--- src/rtl/mem_access_unit.sv ---
// rtl/mem_access_unit.sv - load/store sequencer between a core request port and a word-wide DataMemory
//
// Purpose: accepts one load/store request in IDLE, performs a READ and/or WRITE
// cycle against a combinational-read DataMemory, extends load data and merges
// sub-word stores (big-endian lanes), then pulses Done for one cycle.
// Optional macro MISALIGN_TRAP_EN: misaligned accesses skip memory and raise Exc.
//
// Ports:
//   Clk, Rst_n         clock, asynchronous active-low reset
//   Req, Op, Addr,     request strobe, opcode, byte address, store data
//   Wdata
//   Busy, Done, Exc    status: not idle, completion pulse, misalignment flag
//   Rdata              extended load result, held until the next load completes
//   Mem_Addr           word index to DataMemory
//   Mem_Data_in,       write word and write enable to DataMemory
//   Mem_We
//   Mem_Data_out       combinational read word from DataMemory
module mem_access_unit (
  input  logic        Clk,
  input  logic        Rst_n,
  input  logic        Req,
  input  logic [2:0]  Op,
  input  logic [31:0] Addr,
  input  logic [31:0] Wdata,
  output logic        Busy,
  output logic        Done,
  output logic [31:0] Rdata,
  output logic        Exc,
  output logic [31:0] Mem_Addr,
  output logic [31:0] Mem_Data_in,
  output logic        Mem_We,
  input  logic [31:0] Mem_Data_out
);

  localparam logic [2:0] OP_LW  = 3'd0;
  localparam logic [2:0] OP_LH  = 3'd1;
  localparam logic [2:0] OP_LHU = 3'd2;
  localparam logic [2:0] OP_LB  = 3'd3;
  localparam logic [2:0] OP_LBU = 3'd4;
  localparam logic [2:0] OP_SW  = 3'd5;
  localparam logic [2:0] OP_SH  = 3'd6;
  localparam logic [2:0] OP_SB  = 3'd7;

  typedef enum logic [1:0] {S_IDLE, S_READ, S_WRITE, S_DONE} state_t;

  state_t      state_q, state_d;
  logic [2:0]  op_q, op_d;
  logic [31:0] addr_q, addr_d;
  logic [31:0] wdata_q, wdata_d;
  logic [31:0] word_q, word_d;
  logic [31:0] rdata_q, rdata_d;
  logic        trap;
  logic [7:0]  rd_byte;
  logic [15:0] rd_half;
  logic [31:0] load_val;
  logic [31:0] merged;
  logic [31:0] wr_word;

`ifdef MISALIGN_TRAP_EN
  logic exc_q;

  // Decided on the incoming request so a trapped access never touches memory.
  always_comb begin
    trap = 1'b0;
    case (Op)
      OP_LW, OP_SW:         trap = |Addr[1:0];
      OP_LH, OP_LHU, OP_SH: trap = Addr[0];
      default:              trap = 1'b0;
    endcase
  end

  always_ff @(posedge Clk or negedge Rst_n) begin
    if (!Rst_n)                         exc_q <= 1'b0;
    else if (state_q == S_IDLE && Req)  exc_q <= trap;
  end

  assign Exc = exc_q && (state_q == S_DONE);
`else
  assign trap = 1'b0;
  assign Exc  = 1'b0;
`endif

  // Big-endian lane selection: offset 0 is the most significant lane.
  always_comb begin
    rd_half = addr_q[1] ? Mem_Data_out[15:0] : Mem_Data_out[31:16];
    case (addr_q[1:0])
      2'd0:    rd_byte = Mem_Data_out[31:24];
      2'd1:    rd_byte = Mem_Data_out[23:16];
      2'd2:    rd_byte = Mem_Data_out[15:8];
      default: rd_byte = Mem_Data_out[7:0];
    endcase
    case (op_q)
      OP_LH:   load_val = {{16{rd_half[15]}}, rd_half};
      OP_LHU:  load_val = {16'h0000, rd_half};
      OP_LB:   load_val = {{24{rd_byte[7]}}, rd_byte};
      OP_LBU:  load_val = {24'h000000, rd_byte};
      default: load_val = Mem_Data_out;
    endcase
  end

  // Sub-word store: overwrite only the addressed lane of the word read earlier.
  always_comb begin
    merged = word_q;
    if (op_q == OP_SH) begin
      if (addr_q[1]) merged[15:0]  = wdata_q[15:0];
      else           merged[31:16] = wdata_q[15:0];
    end else begin
      case (addr_q[1:0])
        2'd0:    merged[31:24] = wdata_q[7:0];
        2'd1:    merged[23:16] = wdata_q[7:0];
        2'd2:    merged[15:8]  = wdata_q[7:0];
        default: merged[7:0]   = wdata_q[7:0];
      endcase
    end
    wr_word = (op_q == OP_SW) ? wdata_q : merged;
  end

  always_comb begin
    state_d = state_q;
    op_d    = op_q;
    addr_d  = addr_q;
    wdata_d = wdata_q;
    word_d  = word_q;
    rdata_d = rdata_q;
    case (state_q)
      S_IDLE: begin
        if (Req) begin
          op_d    = Op;
          addr_d  = Addr;
          wdata_d = Wdata;
          if (trap)              state_d = S_DONE;
          else if (Op == OP_SW)  state_d = S_WRITE;
          else                   state_d = S_READ;
        end
      end
      S_READ: begin
        word_d = Mem_Data_out;
        if (op_q == OP_SH || op_q == OP_SB) begin
          state_d = S_WRITE;
        end else begin
          rdata_d = load_val;
          state_d = S_DONE;
        end
      end
      S_WRITE: state_d = S_DONE;
      default: state_d = S_IDLE;
    endcase
  end

  always_ff @(posedge Clk or negedge Rst_n) begin
    if (!Rst_n) begin
      state_q <= S_IDLE;
      op_q    <= OP_LW;
      addr_q  <= 32'h0;
      wdata_q <= 32'h0;
      word_q  <= 32'h0;
      rdata_q <= 32'h0;
    end else begin
      state_q <= state_d;
      op_q    <= op_d;
      addr_q  <= addr_d;
      wdata_q <= wdata_d;
      word_q  <= word_d;
      rdata_q <= rdata_d;
    end
  end

  // Write strobe and data decode straight from state so reset drops them at once.
  assign Busy        = (state_q != S_IDLE);
  assign Done        = (state_q == S_DONE);
  assign Mem_We      = (state_q == S_WRITE);
  assign Mem_Data_in = (state_q == S_WRITE) ? wr_word : 32'h0;
  assign Mem_Addr    = {2'b00, addr_q[31:2]};
  assign Rdata       = rdata_q;

endmodule
--- config.mk ---
export PLATFORM = sky130hd
export DESIGN_NAME = mem_access_unit
export DESIGN_NICKNAME = d
export VERILOG_FILES = /design/src/rtl/mem_access_unit.sv
export SDC_FILE = /design/constraint.sdc
export NUM_CORES = 1
export LEC_CHECK = 0
export ABC_AREA = 1
export CELL_PAD_IN_SITES_DETAIL_PLACEMENT = 1
export CELL_PAD_IN_SITES_GLOBAL_PLACEMENT = 1
export CORE_ASPECT_RATIO = 1.5
export CORE_MARGIN = 2
export CORE_UTILIZATION = 37
export CTS_BUF_LIST = sky130_fd_sc_hd__clkbuf_4 sky130_fd_sc_hd__clkbuf_8
export CTS_CLUSTER_SIZE = 10
export DETAILED_ROUTE_END_ITERATION = 8
export GPL_TIMING_DRIVEN = 0
export MAX_ROUTING_LAYER = met4
export PLACE_DENSITY = 0.95
export SLEW_MARGIN = 20
export SYNTH_ARGS = -nofsm -noshare
export SYNTH_HDL_FRONTEND = slang
export SYNTH_SLANG_ARGS = --single-unit
--- constraint.sdc ---
create_clock -name Clk -period 2.55 [get_ports Clk]
set_input_delay 0.51 -clock Clk [delete_from_list [all_inputs] [get_ports Clk]]
set_output_delay 0.51 -clock Clk [all_outputs]
set_load 0.01 [all_outputs]
# Word level (Yosys, flattened, before mapping)
# Cells that the tools add are included.
totals:
  reg_bits: 133
  elab_cells: 44
classes:
  eq_ne: 14
  n_mux: 16
  bitwise: 1
  reduce_logical: 7
ops:
  columns: ["operator", "n"]
  rows:
  - ["$pmux 32 s4", 1]
  - ["$mux 32", 3]
  - ["$mux 16", 3]
  - ["$mux 8", 4]
  - ["$pmux 8 s3", 1]
  - ["$eq 3x3->1 const B", 5]
  - ["$eq 2x2->1 const B", 3]
  - ["$eq 3x2->1 const B", 2]
  - ["$pmux 2 s3", 1]
  - ["$eq 2x1->1 const B", 2]
  - ["$logic_not 2->1", 2]
  - ["$mux 2", 2]
  - ["$reduce_and 2->1", 2]
  - ["$eq 3x1->1 const B", 1]
  - ["$reduce_or 3->1", 1]
  - ["$ne 2x2->1 const B", 1]
  - ["$reduce_bool 2->1", 1]
  - ["$logic_or 1x1->1", 1]
  - ["$mux 1", 1]
  - ["$not 1->1", 1]

# Depth between registers and ports, before layout
depth:
  word_depth: 6
  depth_mapped: 11
  ltp_nobuf: 9

# Worst setup path after synthesis
# No wires, ideal clock.
synth_path:
  kind: "register -> output"
  startpoint: "register addr_q[1]"
  endpoint: "output Mem_Data_in[16]"
  t_arrival_ns: 1.362
  path_slack_ns: 0.678
  stages_incl_launch_ff: 8
  path_buffers: 2
  cell_sequence: "dfrtp_1 buf_4 inv_2 nand2_2 buf_4 o211ai_1 nand3_1 a21oi_1"
synth_via:
  elab_chain_len: 5
synth_rtl:
  columns: ["item", "line", "rtl"]
  rows:
  - ["start: declaration", "48", "logic [31:0] addr_q, addr_d;"]
  - ["start signal: assignment", "161", "addr_q <= addr_d;"]
  - ["$eq 2x1->1", "108", "case (addr_q[1:0])"]
  - ["$mux 8", "108", null]
  - ["$mux 32 *", "104", "if (op_q == OP_SH) begin"]
  - ["$mux 32 *", "115", "wr_word = (op_q == OP_SW) ? wdata_q : merged;"]
  - ["$mux 32 *", "172", "assign Mem_Data_in = (state_q == S_WRITE) ? wr_word : 32'h0;"]
  - ["end: declaration", "30", "output logic [31:0] Mem_Data_in,"]
# Mark *: on every way between the ends. The rest lies on a longest branch, timed or not.

# Final worst setup path
layout_path:
  startpoint: "register addr_q[1]"
  endpoint: "output Mem_Data_in[11]"
layout_via:
  elab_chain_len: 5
layout_rtl:
  columns: ["item", "line"]
  rows:
  - ["$eq 2x2->1", "108"]
  - ["$mux 8", "108"]
  - ["$mux 32 *", "104"]
  - ["$mux 32 *", "115"]
  - ["$mux 32 *", "172"]
# Marked as above.

==> flow_summary.ini <==
[pwr]
p_clk_frac = 0.129
net-switching-power_mw = 7.20
peakVddDrop_v = 0.000498
total_leakage_power_nw = 5.00
internal_power_mw = 8.32
combinationalPowerShare = 0.615
power.density_cell_area_nw_per_um2 = 1450
fin_total_pwr_mw = 15.5
seq_power_share = 0.256
switching_share = 0.464

[grt]
antenna_found_initial = 1
vias_in_the_first_global_route = 8541
global_route_wire_length_before_repair_um = 47700
grt_util_all_layers = 0.304
global_route.overflow_total = 0
maximum_number_of_pins_on_one_net_before_global_route_repair = 90

[drt]
drc_errors = 0
post_drt_via_cell_ratio = 5.58
dr_vias = 8224
wl_per_cell_um = 23.1
drt_pre_antenna_iters = 6
number_of_drc_violations_after_detailed_routing_iteration_0 = 714
route.antenna.remaining_nets = 0
totalWireLength_um = 34000

[sta]
final_period_minus_worst_setup_slack_ps = 2650
highest_clock_rate_ghz = 0.377
finalMaxSlewViolations = 0
final.setup.worst_slack_ps = -101
grt_setup_unrepaired = yes
slew_at_the_pin_closest_to_its_max_slew_limit_ps = 701
final_min_period_over_clock_period = 1.04
final-hold-violation-count = 0
finalClockSkew_ps = 23.5
max_slew_margin = 0.532
holdWs_ps = 495
report.final.setup_viol = 20

[die]
die-height_um = 178
die_area_sq_um = 21400
count_of_pins_on_the_block_boundary = 202
design.core.area_sq_um = 19800
fp-row-count = 63
initial_cell_density_of_the_core = 0.378
die_width_um = 120

[critical_path]
worstPathCellList = buf_8, clkinv_8, nor2_4, buf_4, buf_4, nand3_1, o21ai_2, a21oi_1, buf_2
crit_family = buffers and inverters
critical_path_peak_fanout = 6
regToRegEndpoint = Rdata[5]
worst_ep_required_time_ps = 2040
cell_with_the_largest_stage_delay_on_the_worst_path = sky130_fd_sc_hd__dfrtp_2
critical-path-top-cell-by-count = sky130_fd_sc_hd__buf_4
cp_num_cells = 9
critical_path.endpoint = Mem_Data_in[11]
timing.critical_path.buf_inv = 5
critical_path.endpoint_type = output port
r2r_cells = 11
setup.reg_to_reg.worst_slack_ps = -100
setup.worst_path.start = addr_q[1]
critical_path.startpoint_type = flip-flop
timing.rr.start = state_q[1]
timing.critical_path.arrival_ps = 2140
critPathKind = reg2out
worst_path_max_stage_delay_ps = 460

[finish]
layout.nets = 1307
layout.cell_area.non_filler_sq_um = 10700
final_layout_size_suffix_gt1_frac = 0.242
stdcell_count = 1474
synthToLayoutAreaGrowth_pct = 42.9
num-fill-cells = 2358

[place]
detailedPlacementHpwl_um = 21500
port_buffers = 198
dp_cells = 1412
placement.cell_area_sq_um = 9820
gp_congestion = 0.930

[synthesis]
post_synth_arst_share = 1.00
syn_area_per_cell_sq_um = 7.86
number_of_distinct_standard_cells_referenced_by_the_synthesized_netlist = 32
synth_cells = 951
ys.warnings.count = 0
synth-seq-area-share = 0.445
synth.ff_latch_count = 133
synth_enable_flop_cells = 0
post_synth_instance_area_sq_um = 7470
synth_flop_cell = sky130_fd_sc_hd__dfrtp_1

[clocking]
clk_transition_reported_paths_ps = 90
htree_num_levels = 4
clock_tree_root_buffer_cell = sky130_fd_sc_hd__clkbuf_8
cts_inserted_buffers = 17
tritoncts_num_sinks = 133
worstSkewPairLatency_ps = 490
clk_path_buf_depth = 2
cts_tree = built

[hold_path]
hold_path.class = in2async

[outcome]
outcome = finished with violations
violations = setup timing

[job]
cap_viol_max_count = 0
how the worst min path moves through the flow:
stage	start	to	slack, ps	cells past startpoint
floorplan	Rst_n	Rdata[0]	210	0
global placement	Rdata[13]	Rdata[13]	470	2
detailed placement	Rst_n	addr_q[9]	430	1
CTS	Rdata[14]	Rdata[14]	500	2
global route	Rdata[14]	Rdata[14]	510	2
finish	Rst_n	addr_q[11]	500	2
power by group through the flow:
stage               logic, mW  registers, mW  clock network (mW)
detailed placement       8.20           3.83                   0
finish                   9.54           3.97                2.00
floorplan                4.81           3.76                   0
CTS                      8.67           3.83                1.97
global route             10.1           4.06                2.11
global placement         7.85           3.75                   0
layout by cell type, fill, tap and decap left out, drive strengths merged:
master,synthesis,final
a21oi,37,37
conb,1,3
nor2,133,133
dfrtp,133,133
clkbuf,17,45
o211ai,12,12
a211oi,1,1
o21ai,92,92
ha,4,4
o21bai,1,1
nand2,217,217
bufinv,0,4
nand3,87,88
buf,68,119
dlygate4sd2,0,1
diode,0,1
clkinvlp,0,4
or2,10,10
dlygate4sd3,0,1
nor3,1,1
clkdlybuf4s50,0,165
inv,82,81
clkinv,0,6
mux2,55,55
registers in the layout, summed over array words and instances, names as in the netlist:
name	count
Rdata	32
state_q	2
word_q	32
addr_q	32
wdata_q	32
op_q	3
Yosys cell counts (10+ instances only):
master,instances,share of area
sky130_fd_sc_hd__mux2_2,55,0.083
sky130_fd_sc_hd__inv_1,75,0.038
sky130_fd_sc_hd__dfrtp_1,133,0.45
sky130_fd_sc_hd__clkbuf_1,16,0.0080
sky130_fd_sc_hd__a21oi_1,37,0.025
sky130_fd_sc_hd__nor2_1,129,0.065
sky130_fd_sc_hd__buf_4,40,0.040
sky130_fd_sc_hd__o21ai_0,88,0.059
sky130_fd_sc_hd__nand3_1,85,0.057
sky130_fd_sc_hd__o211ai_1,10,0.010
sky130_fd_sc_hd__buf_2,20,0.013
sky130_fd_sc_hd__nand2_1,210,0.11
metrics by stage:
stage	TNS [ps]	worst slack, ps	utilization
detailed placement	-3530	-205	0.496
CTS	-13.3	-11.1	0.531
global placement	-582840	-4390	0.495
finish	-611	-101	0.540
global route	-2260	-140	0.540
floorplan	0	678	-
layout make-up:
type / count / area [sq um] / area share
Clock buffer: 18 / 248 / 0.0232
Antenna cell: 1 / 2.50 / 0.000234
Clock inverter: 13 / 183 / 0.0171
Sequential cell: 133 / 3330 / 0.312
Multi-Input combinational cell: 654 / 3530 / 0.330
Inverter: 82 / 333 / 0.0312
Tap cell: 260 / 325 / 0.0305
Timing Repair Buffer: 228 / 2110 / 0.198
Buffer: 85 / 613 / 0.0574
cell families after synthesis:
family / count (synthesis) / synth area share
other: 1 / 0.000502
AO/OA/AOI/OAI: 143 / 0.102
AND/OR/NAND/NOR: 448 / 0.252
flip-flops: 133 / 0.445
multiplexers: 55 / 0.0829
buffers and inverters: 167 / 0.111
adder cells (fa/ha/maj): 4 / 0.00670
metal layers:
layer,GRT usage,up-vias,share of wire
met5,-,-,0
met4,0.221,0,0.088
met3,0.0604,210,0.070
met2,0.528,513,0.50
met1,0.301,3973,0.34
li1,-,3528,-
what timing repair did:
item                       in CTS  in global routing
setup endpoints to repair      32                 35
setup buffers                  14                 13
pin swaps                      14                 30
resized for setup             151                 87
hold buffers                    1                  0
gates cloned                    1                  1
hold endpoints to repair       44                  0
Note: power is estimated with default switching activity, not from simulation.
